$ cat src/rtl/np_comp_bank_pkg.sv
// Shared defaults and the redundant-row entry record for the repair compare bank.
package np_comp_bank_pkg;

  localparam int ADDR_W_DEF = 10;
  localparam int BLK_W_DEF  = 2;
  localparam int N_ENT_DEF  = 4;

  // A local spare only matches inside its own block; a global spare matches any block.
  typedef struct packed {
    logic                  valid;
    logic                  is_local;
    logic [BLK_W_DEF-1:0]  blk;
    logic [ADDR_W_DEF-1:0] addr;
  } entry_t;

endpackage

$ cat src/rtl/ra_cmp_cell.sv
// Single redundant-row entry compare: address match, block-qualified only for local spares.
module ra_cmp_cell
  import np_comp_bank_pkg::*;
#(
  parameter int ADDR_W = ADDR_W_DEF,
  parameter int BLK_W  = BLK_W_DEF
) (
  input  logic              ent_valid_i,
  input  logic              ent_local_i,
  input  logic [BLK_W-1:0]  ent_blk_i,
  input  logic [ADDR_W-1:0] ent_addr_i,
  input  logic [BLK_W-1:0]  cmp_blk_i,
  input  logic [ADDR_W-1:0] cmp_addr_i,
  output logic              match_o
);

  assign match_o = ent_valid_i
                && (ent_addr_i == cmp_addr_i)
                && (!ent_local_i || (ent_blk_i == cmp_blk_i));

endmodule

$ cat src/rtl/np_comp_bank.sv
// Redundant-row CAM bank: append-only allocation plus a one-cycle registered compare
// with lowest-index priority and multi-hit detection.
module np_comp_bank
  import np_comp_bank_pkg::*;
#(
  parameter int ADDR_W = ADDR_W_DEF,
  parameter int BLK_W  = BLK_W_DEF,
  parameter int N_ENT  = N_ENT_DEF
) (
  input  logic                       clk,
  input  logic                       rst_n,
  input  logic                       clr,
  input  logic                       alloc_valid,
  input  logic [ADDR_W-1:0]          alloc_addr,
  input  logic [BLK_W-1:0]           alloc_blk,
  input  logic                       alloc_local,
  output logic                       alloc_done,
  output logic                       alloc_err,
  input  logic                       in_valid,
  output logic                       in_ready,
  input  logic [ADDR_W-1:0]          in_addr,
  input  logic [BLK_W-1:0]           in_blk,
  output logic                       out_valid,
  input  logic                       out_ready,
  output logic                       out_hit,
  output logic [$clog2(N_ENT)-1:0]   out_idx,
  output logic                       out_multi,
  output logic [$clog2(N_ENT+1)-1:0] count,
  output logic                       full
);

  localparam int IDX_W = $clog2(N_ENT);
  localparam int CNT_W = $clog2(N_ENT+1);

  // Same layout as the package record, but sized by this instance's parameters.
  typedef struct packed {
    logic              valid;
    logic              is_local;
    logic [BLK_W-1:0]  blk;
    logic [ADDR_W-1:0] addr;
  } rec_t;

  rec_t [N_ENT-1:0] ent_q, ent_d;
  logic [CNT_W-1:0] count_q, count_d;
  logic             out_valid_q, out_valid_d;
  logic             out_hit_q, out_hit_d;
  logic [IDX_W-1:0] out_idx_q, out_idx_d;
  logic             out_multi_q, out_multi_d;
  logic             alloc_done_q, alloc_done_d;
  logic             alloc_err_q, alloc_err_d;

  logic [N_ENT-1:0] match;
  logic [IDX_W-1:0] hit_idx;
  logic             accept;
  logic             alloc_ok;
  logic             full_w;

  for (genvar g = 0; g < N_ENT; g++) begin : g_cell
    ra_cmp_cell #(
      .ADDR_W (ADDR_W),
      .BLK_W  (BLK_W)
    ) u_cell (
      .ent_valid_i (ent_q[g].valid),
      .ent_local_i (ent_q[g].is_local),
      .ent_blk_i   (ent_q[g].blk),
      .ent_addr_i  (ent_q[g].addr),
      .cmp_blk_i   (in_blk),
      .cmp_addr_i  (in_addr),
      .match_o     (match[g])
    );
  end

  assign full_w   = (count_q == CNT_W'(N_ENT));
  assign in_ready = !clr && (!out_valid_q || out_ready);
  assign accept   = in_valid && in_ready;
  assign alloc_ok = alloc_valid && !full_w && !clr;

  // Descending scan so the lowest matching index is the one left standing.
  always_comb begin
    hit_idx = '0;
    for (int i = N_ENT-1; i >= 0; i--) begin
      if (match[i]) hit_idx = IDX_W'(i);
    end
  end

  always_comb begin
    ent_d        = ent_q;
    count_d      = count_q;
    out_valid_d  = out_valid_q;
    out_hit_d    = out_hit_q;
    out_idx_d    = out_idx_q;
    out_multi_d  = out_multi_q;
    alloc_done_d = 1'b0;
    alloc_err_d  = 1'b0;
    if (clr) begin
      for (int i = 0; i < N_ENT; i++) ent_d[i].valid = 1'b0;
      count_d     = '0;
      out_valid_d = 1'b0;
      out_hit_d   = 1'b0;
      out_idx_d   = '0;
      out_multi_d = 1'b0;
    end else begin
      alloc_done_d = alloc_valid;
      alloc_err_d  = alloc_valid && full_w;
      if (alloc_ok) begin
        for (int i = 0; i < N_ENT; i++) begin
          if (count_q == CNT_W'(i)) begin
            ent_d[i].valid    = 1'b1;
            ent_d[i].is_local = alloc_local;
            ent_d[i].blk      = alloc_blk;
            ent_d[i].addr     = alloc_addr;
          end
        end
        count_d = count_q + CNT_W'(1);
      end
      // A word with two or more set bits survives clearing its lowest set bit.
      if (accept) begin
        out_valid_d = 1'b1;
        out_hit_d   = |match;
        out_idx_d   = hit_idx;
        out_multi_d = |(match & (match - N_ENT'(1)));
      end else if (out_ready) begin
        out_valid_d = 1'b0;
      end
    end
  end

  always_ff @(posedge clk or negedge rst_n) begin
    if (!rst_n) begin
      ent_q        <= '0;
      count_q      <= '0;
      out_valid_q  <= 1'b0;
      out_hit_q    <= 1'b0;
      out_idx_q    <= '0;
      out_multi_q  <= 1'b0;
      alloc_done_q <= 1'b0;
      alloc_err_q  <= 1'b0;
    end else begin
      ent_q        <= ent_d;
      count_q      <= count_d;
      out_valid_q  <= out_valid_d;
      out_hit_q    <= out_hit_d;
      out_idx_q    <= out_idx_d;
      out_multi_q  <= out_multi_d;
      alloc_done_q <= alloc_done_d;
      alloc_err_q  <= alloc_err_d;
    end
  end

  assign count      = count_q;
  assign full       = full_w;
  assign out_valid  = out_valid_q;
  assign out_hit    = out_hit_q;
  assign out_idx    = out_idx_q;
  assign out_multi  = out_multi_q;
  assign alloc_done = alloc_done_q;
  assign alloc_err  = alloc_err_q;

endmodule

$ cat config.mk
export PLATFORM = sky130hd
export DESIGN_NAME = np_comp_bank
export DESIGN_NICKNAME = d
export VERILOG_FILES = /design/src/rtl/np_comp_bank_pkg.sv /design/src/rtl/ra_cmp_cell.sv /design/src/rtl/np_comp_bank.sv
export SDC_FILE = /design/constraint.sdc
export NUM_CORES = 1
export LEC_CHECK = 0
export ABC_AREA = 1
export BUFFER_PORTS_ARGS = -buffer_cell sky130_fd_sc_hd__buf_4
export CAP_MARGIN = 40
export CORE_AREA = 2 2 86 88
export CTS_CLUSTER_DIAMETER = 50
export DETAILED_ROUTE_END_ITERATION = 16
export DIE_AREA = 0 0 88 90
export PLACE_DENSITY = 0.75
export SLEW_MARGIN = 10
export SYNTH_ARGS = -nofsm -noshare
export SYNTH_HDL_FRONTEND = slang
export SYNTH_SLANG_ARGS = --single-unit
$ cat constraint.sdc
create_clock -name clk -period 1.8 [get_ports clk]
set_input_delay 0.09 -clock clk [delete_from_list [all_inputs] [get_ports clk]]
set_output_delay 0.09 -clock clk [all_outputs]
set_load 0.01 [all_outputs]
Word-level counts from Yosys, hierarchy flattened
Cells that the tools add are included.
- register bits after elaboration: 66
- latch bits: 0
- bits in writable memories: 0
- bits in read-only memories: 0
- bits of input ports: 31
- output and inout port bits: 12
- memories kept: 0
- $add $sub $neg: 2
- multiply operators: 0
- div/mod/pow operators: 0
- $lt $le $gt $ge: 0
- equal/unequal tests: 12
- shifts and indexed selects: 0
- mux-type cells: 26
- bitwise logic cells: 2
- reduce and logical (&&, ||, !) cells: 43
- operator list (kind ; number):
    2-to-1 mux 14 bit ; 4
    2-to-1 mux 56 bit ; 1
    equality test 10 bit ; 4
    logical AND 1 bit ; 13
    2-to-1 mux 1 bit ; 13
    2-to-1 mux 2 bit ; 6
    AND reduction 3 bit ; 4
    nonzero test 2 bit ; 6
    equality test 2 bit ; 4
    AND reduction 2 bit ; 4
    OR reduction 4 bit ; 2
    zero test 1 bit ; 7
    equality test 3 x 2 -> 1 bit (second input constant) ; 2
    2-to-1 mux 3 bit ; 2
    logical OR 1 bit ; 5
    AND 4 bit ; 1
    subtractor 4 x 1 -> 4 bit (second input constant) ; 1
    adder 3 x 1 -> 3 bit (second input constant) ; 1
    equality test 3 x 1 -> 1 bit (second input constant) ; 1
    equality test 3 bit (second input constant) ; 1
    zero test 3 bit ; 1
    nonzero test 3 bit ; 1
    NOT 1 bit ; 1

Longest topological paths before layout
- word-level depth: 9
- depth in mapped cells: 13
- gate-level depth less buffers: 13

By module
From an unflattened synthesis, not the netlist that was laid out.
- cells, all modules: 523
- area, all modules: 3870.0 sq um
- modules (own cells, without submodules) (module ; instances ; cells each ; area each (sq um) ; sequential area each (sq um)):
    np_comp_bank ; 1 ; 255 ; 2803.9 ; 1651.6
    ra_cmp_cell ; 4 ; 67 ; 266.5 ; 0.0

Worst setup path before layout
Ideal clock, no wire load.
- path kind: register -> register
- from: reg count_q[0] (netlist: count[0])
- to: reg ent_q[50] (netlist bit)
- setup time: 126 ps
- arrival: 1441 ps
- required time: 1674 ps
- path slack: 232 ps
- cell stages (with the launch flop): 10
- period minus slack after synthesis: 1568 ps
- cells stage by stage: dfrtp_1 -> inv_1 -> ha_1 -> nand2_1 -> inv_1 -> nor2_2 -> nand2_2 -> buf_2 -> nand2_1 -> o21ai_0
- longest elaborated chain between the ends: 5
- elaborated cells between the ends (all ways): 6
- classes of those cells: 2 x eq/ne; 4 x reduce/logical
- RTL lines (item ; line ; source):
    from (decl) ; np_comp_bank.sv:44 ; logic [CNT_W-1:0] count_q, count_d;
    from (signal assigned) ; np_comp_bank.sv:140 ; count_q <= count_d;
    equality test 3 bit ; np_comp_bank.sv:73 ; assign full_w = (count_q == CNT_W'(N_ENT));
    named net full ; np_comp_bank.sv:29 ; output logic full
    zero test 1 bit ; np_comp_bank.sv:76 ; assign alloc_ok = alloc_valid && !full_w && !clr;
    logical AND 1 bit (2 in series) ; np_comp_bank.sv:76 ;
    AND reduction 3 bit (no line) ; -- ;
    to (signal assigned) ; np_comp_bank.sv:139 ; ent_q <= ent_d;
    to (decl) ; np_comp_bank.sv:43 ; rec_t [N_ENT-1:0] ent_q, ent_d;
The timed path passes the listed nets, and every way through them passes these cells.
A chain may end at the register's enable or synchronous reset.

Final worst setup path
- from: reg count_q[0] (netlist: count[0])
- to: reg ent_q[45] (netlist bit)
- longest elaborated chain between the ends: 5
- elaborated cells between the ends (all ways): 6
- classes of those cells: 2 x eq/ne; 4 x reduce/logical
- RTL lines (item ; line):
    equality test 3 bit ; np_comp_bank.sv:73
    zero test 1 bit ; np_comp_bank.sv:76
    logical AND 1 bit (2 in series) ; np_comp_bank.sv:76
    AND reduction 3 bit (no line) * ; --
Mark *: on every way between the ends. The rest lies on a longest branch, timed or not.

==> flow_summary.json <==
{
  "maxSlewViolCount": 0,
  "synth_area_leaders": "dfrtp_1 47%, nand2_1 22%, inv_1 8.6%",
  "seq_area_frac_synth_pct": 47.2,
  "synth_cell_types": 21,
  "grt_pass1_vias": 2978,
  "start_util_pct": 49.9,
  "htreeDepth": 3,
  "fin_nets": 591,
  "dp_slack_ps": 53.6,
  "yosys.area.top_type_share_pct": 47.2,
  "outcome": "finished, final reports clean",
  "place_area_um2": 3930,
  "seqPwrFrac_pct": 48.0,
  "syn2layout_area_growth_pct": 19.4,
  "muxShareOfSynthArea_pct": 0,
  "worstSetupEndpointType": "flip-flop",
  "drive_above_1_share_pct": 15.0,
  "fin_area_um2": 4180,
  "antenna_left": 0,
  "critical_path_class": "flip-flop to flip-flop",
  "drc": 0,
  "cts_buffer_depth": 2,
  "clkTransAtPathRegs_ps": 70,
  "p_leak_nw": 2.37,
  "layout_setup_ws_ps": 182,
  "relSlewSlack_pct": 74.2,
  "core_area_um2": 7020,
  "rows": 31,
  "num_vias": 3061,
  "swShare_pct": 31.7,
  "crit_fanout": 14,
  "hold_class": "input pin to flip-flop",
  "peakVddDrop_v": 0.000480,
  "worstSkewPairLatency_ps": 340,
  "hold_ws_ps": 32.0,
  "numPortBuffers": 42,
  "rsz0062_at_grt": "no",
  "syn_area_per_cell_um2": 6.96,
  "vias_per_cell": 4.64,
  "io_pins": 43,
  "grt-ovfl-total": 0,
  "grt_first_pass_wirelength_um": 13300,
  "finalSetupTns_ps": 0,
  "netlist_area_um2": 3500,
  "crit_path_start_kind": "flip-flop",
  "power_density_nw_per_um2": 1030,
  "grt_start_max_net_pins": 39,
  "internal-power_mw": 2.94,
  "grt.total_usage_pct": 21.5,
  "die_h_um": 90,
  "yosys.area_share.xor_xnor_pct": 0.250,
  "antenna_found_initial": 0,
  "clock_skew_ps": 6.27,
  "power.total_mw": 4.31,
  "cts_setup_buffers": 0,
  "cts_made_buffers": 9,
  "power_frac_comb_pct": 22.9,
  "syn-num-nets": 539,
  "synthCells": 503,
  "cap_viol_max_count": 0,
  "synth_fa_ha_area_share_pct": 1.79,
  "drt-total-wl_um": 7870,
  "cts_tree": "yes",
  "setup_viol": 0,
  "finalCritPeriodShare_pct": 89.9,
  "synth_top_family_by_area": "simple AND/OR/NAND/NOR gates",
  "period_minus_slack_ps": 1620,
  "yosys_warnings": 0,
  "num_antenna_cells": 0,
  "drt_pre_antenna_iters": 5,
  "p_clk_share_pct": 29.1,
  "wire_per_inst_um": 11.9,
  "final_common_cell": "nand2_1",
  "die_width_um": 88,
  "synth_compound_area_share_pct": 9.82,
  "cp.arrival_ps": 1830,
  "cts_sinks": 66,
  "routabilityCongestion": 0.849,
  "synth_seq_cells": 66,
  "tightest_slew_ps": 387,
  "clock.fmax_mhz": 618,
  "switchingPower_mw": 1.36,
  "post-dp-hpwl_um": 5610,
  "cts_root_buffer": "clkbuf_8",
  "layout_common_cells": "209 x nand2_1, 80 x inv_1, 66 x dfrtp_1",
  "synth.largest_area_cell": "dfrtp_1",
  "die-area_um2": 7920,
  "crit_required_ps": 2010,
  "drtIter0Drc": 148,
  "yosys.area_share.simple_pct": 29.8,
  "hold_viol": 0
}
[through the flow]
step,instances,util (%)
6_report,659,59.6
5_1_grt,659,59.6
4_1_cts,658,59.3
3_5_place_dp,639,56.0
3_3_place_gp,639,56.0
2_1_floorplan,503,-
[Yosys cell counts]
| cell type | n |
|---|---|
| nand2_1 | 209 |
| inv_1 | 80 |
| dfrtp_1 | 66 |
| o21ai_0 | 58 |
| nor2_1 | 34 |
| inv_2 | 10 |
| nand2_2 | 6 |
| a21oi_1 | 5 |
| buf_2 | 5 |
| ha_1 | 5 |
| nand3_1 | 5 |
| nor2_2 | 5 |
| clkbuf_2 | 3 |
| nand3_2 | 3 |
| o21ai_1 | 3 |
| a21boi_0 | 1 |
| buf_6 | 1 |
| clkinv_1 | 1 |
| nand4_1 | 1 |
| o22ai_1 | 1 |
| xnor2_1 | 1 |
[power by group through the flow]
stage	Combinational, mW	Sequential, mW	Clock (mW)
after floorplan	0.712	2.03	0
after detailed placement	0.979	2.09	0
final	0.985	2.07	1.25
after global placement	0.945	2.08	0
after global routing	1.18	2.11	1.35
after CTS	0.992	2.07	1.28
[cell families after synthesis]
| family | Yosys count |
|---|---|
| adders and majority gates | 5 |
| and+or+nand+nor | 263 |
| DFF | 66 |
| buffers and inverters | 100 |
| xor gates and xnor gates | 1 |
| AOI/OAI and AO/OA | 68 |
[state kept, by name, indices dropped and copies added, names as in the netlist]
register and count:
alloc_done 1, ent_q 56, count 3, out_hit 1
out_multi 1, out_idx 2, alloc_err 1, out_valid 1
[metal layers]
| layer | up-vias | global-route usage (%) | wire (um) | share of wire (%) |
|---|---|---|---|---|
| met4 | 0 | 8.59 | 150 | 1.9 |
| li1 | 1607 | - | - | - |
| met5 | - | 0 | 0 | 0 |
| met1 | 1385 | 28.7 | 3670 | 47 |
| met3 | 16 | 4.04 | 333 | 4.2 |
| met2 | 53 | 34.2 | 3720 | 47 |
[final cells by class]
cell class              instances  area (um^2)
multi-input cells             338         1480
repair buffers                 49          388
well taps                      99          124
inverters                      91          342
clock inverters                 2         35.0
clock buffers                  14          163
fillers                       661         2840
flip-flops and latches         66         1650
[critical path, cell delays in order, from the launching register on]
cell and delay (ps):
dfrtp_1 440, inv_1 100, ha_1 240, nand2_1 120
inv_1 90, nor2_4 190, nand2_4 150, nand2_1 90
o21ai_0 80
[worst paths after layout]
path                                 from   endpoint  slack (ps)  depth (start not counted)
min in group asynchronous           rst_n  ent_q[30]         220                          2
worst min-delay path                  clr  ent_q[27]          30                          2
max in group asynchronous           rst_n   count[1]        1060                          3
worst max-delay path             count[0]  ent_q[45]         180                          8
worst min register to register  ent_q[12]  ent_q[12]         480                          2
worst max register to register   count[0]  ent_q[45]         180                          8
[repair_timing]
item	in CTS	in global routing
endpoints found under the setup margin	0	14
hold buffers	3	0
hold endpoints to repair	29	0
resized for setup	0	3
No activity file was read; power rests on OpenSTA's default activity.
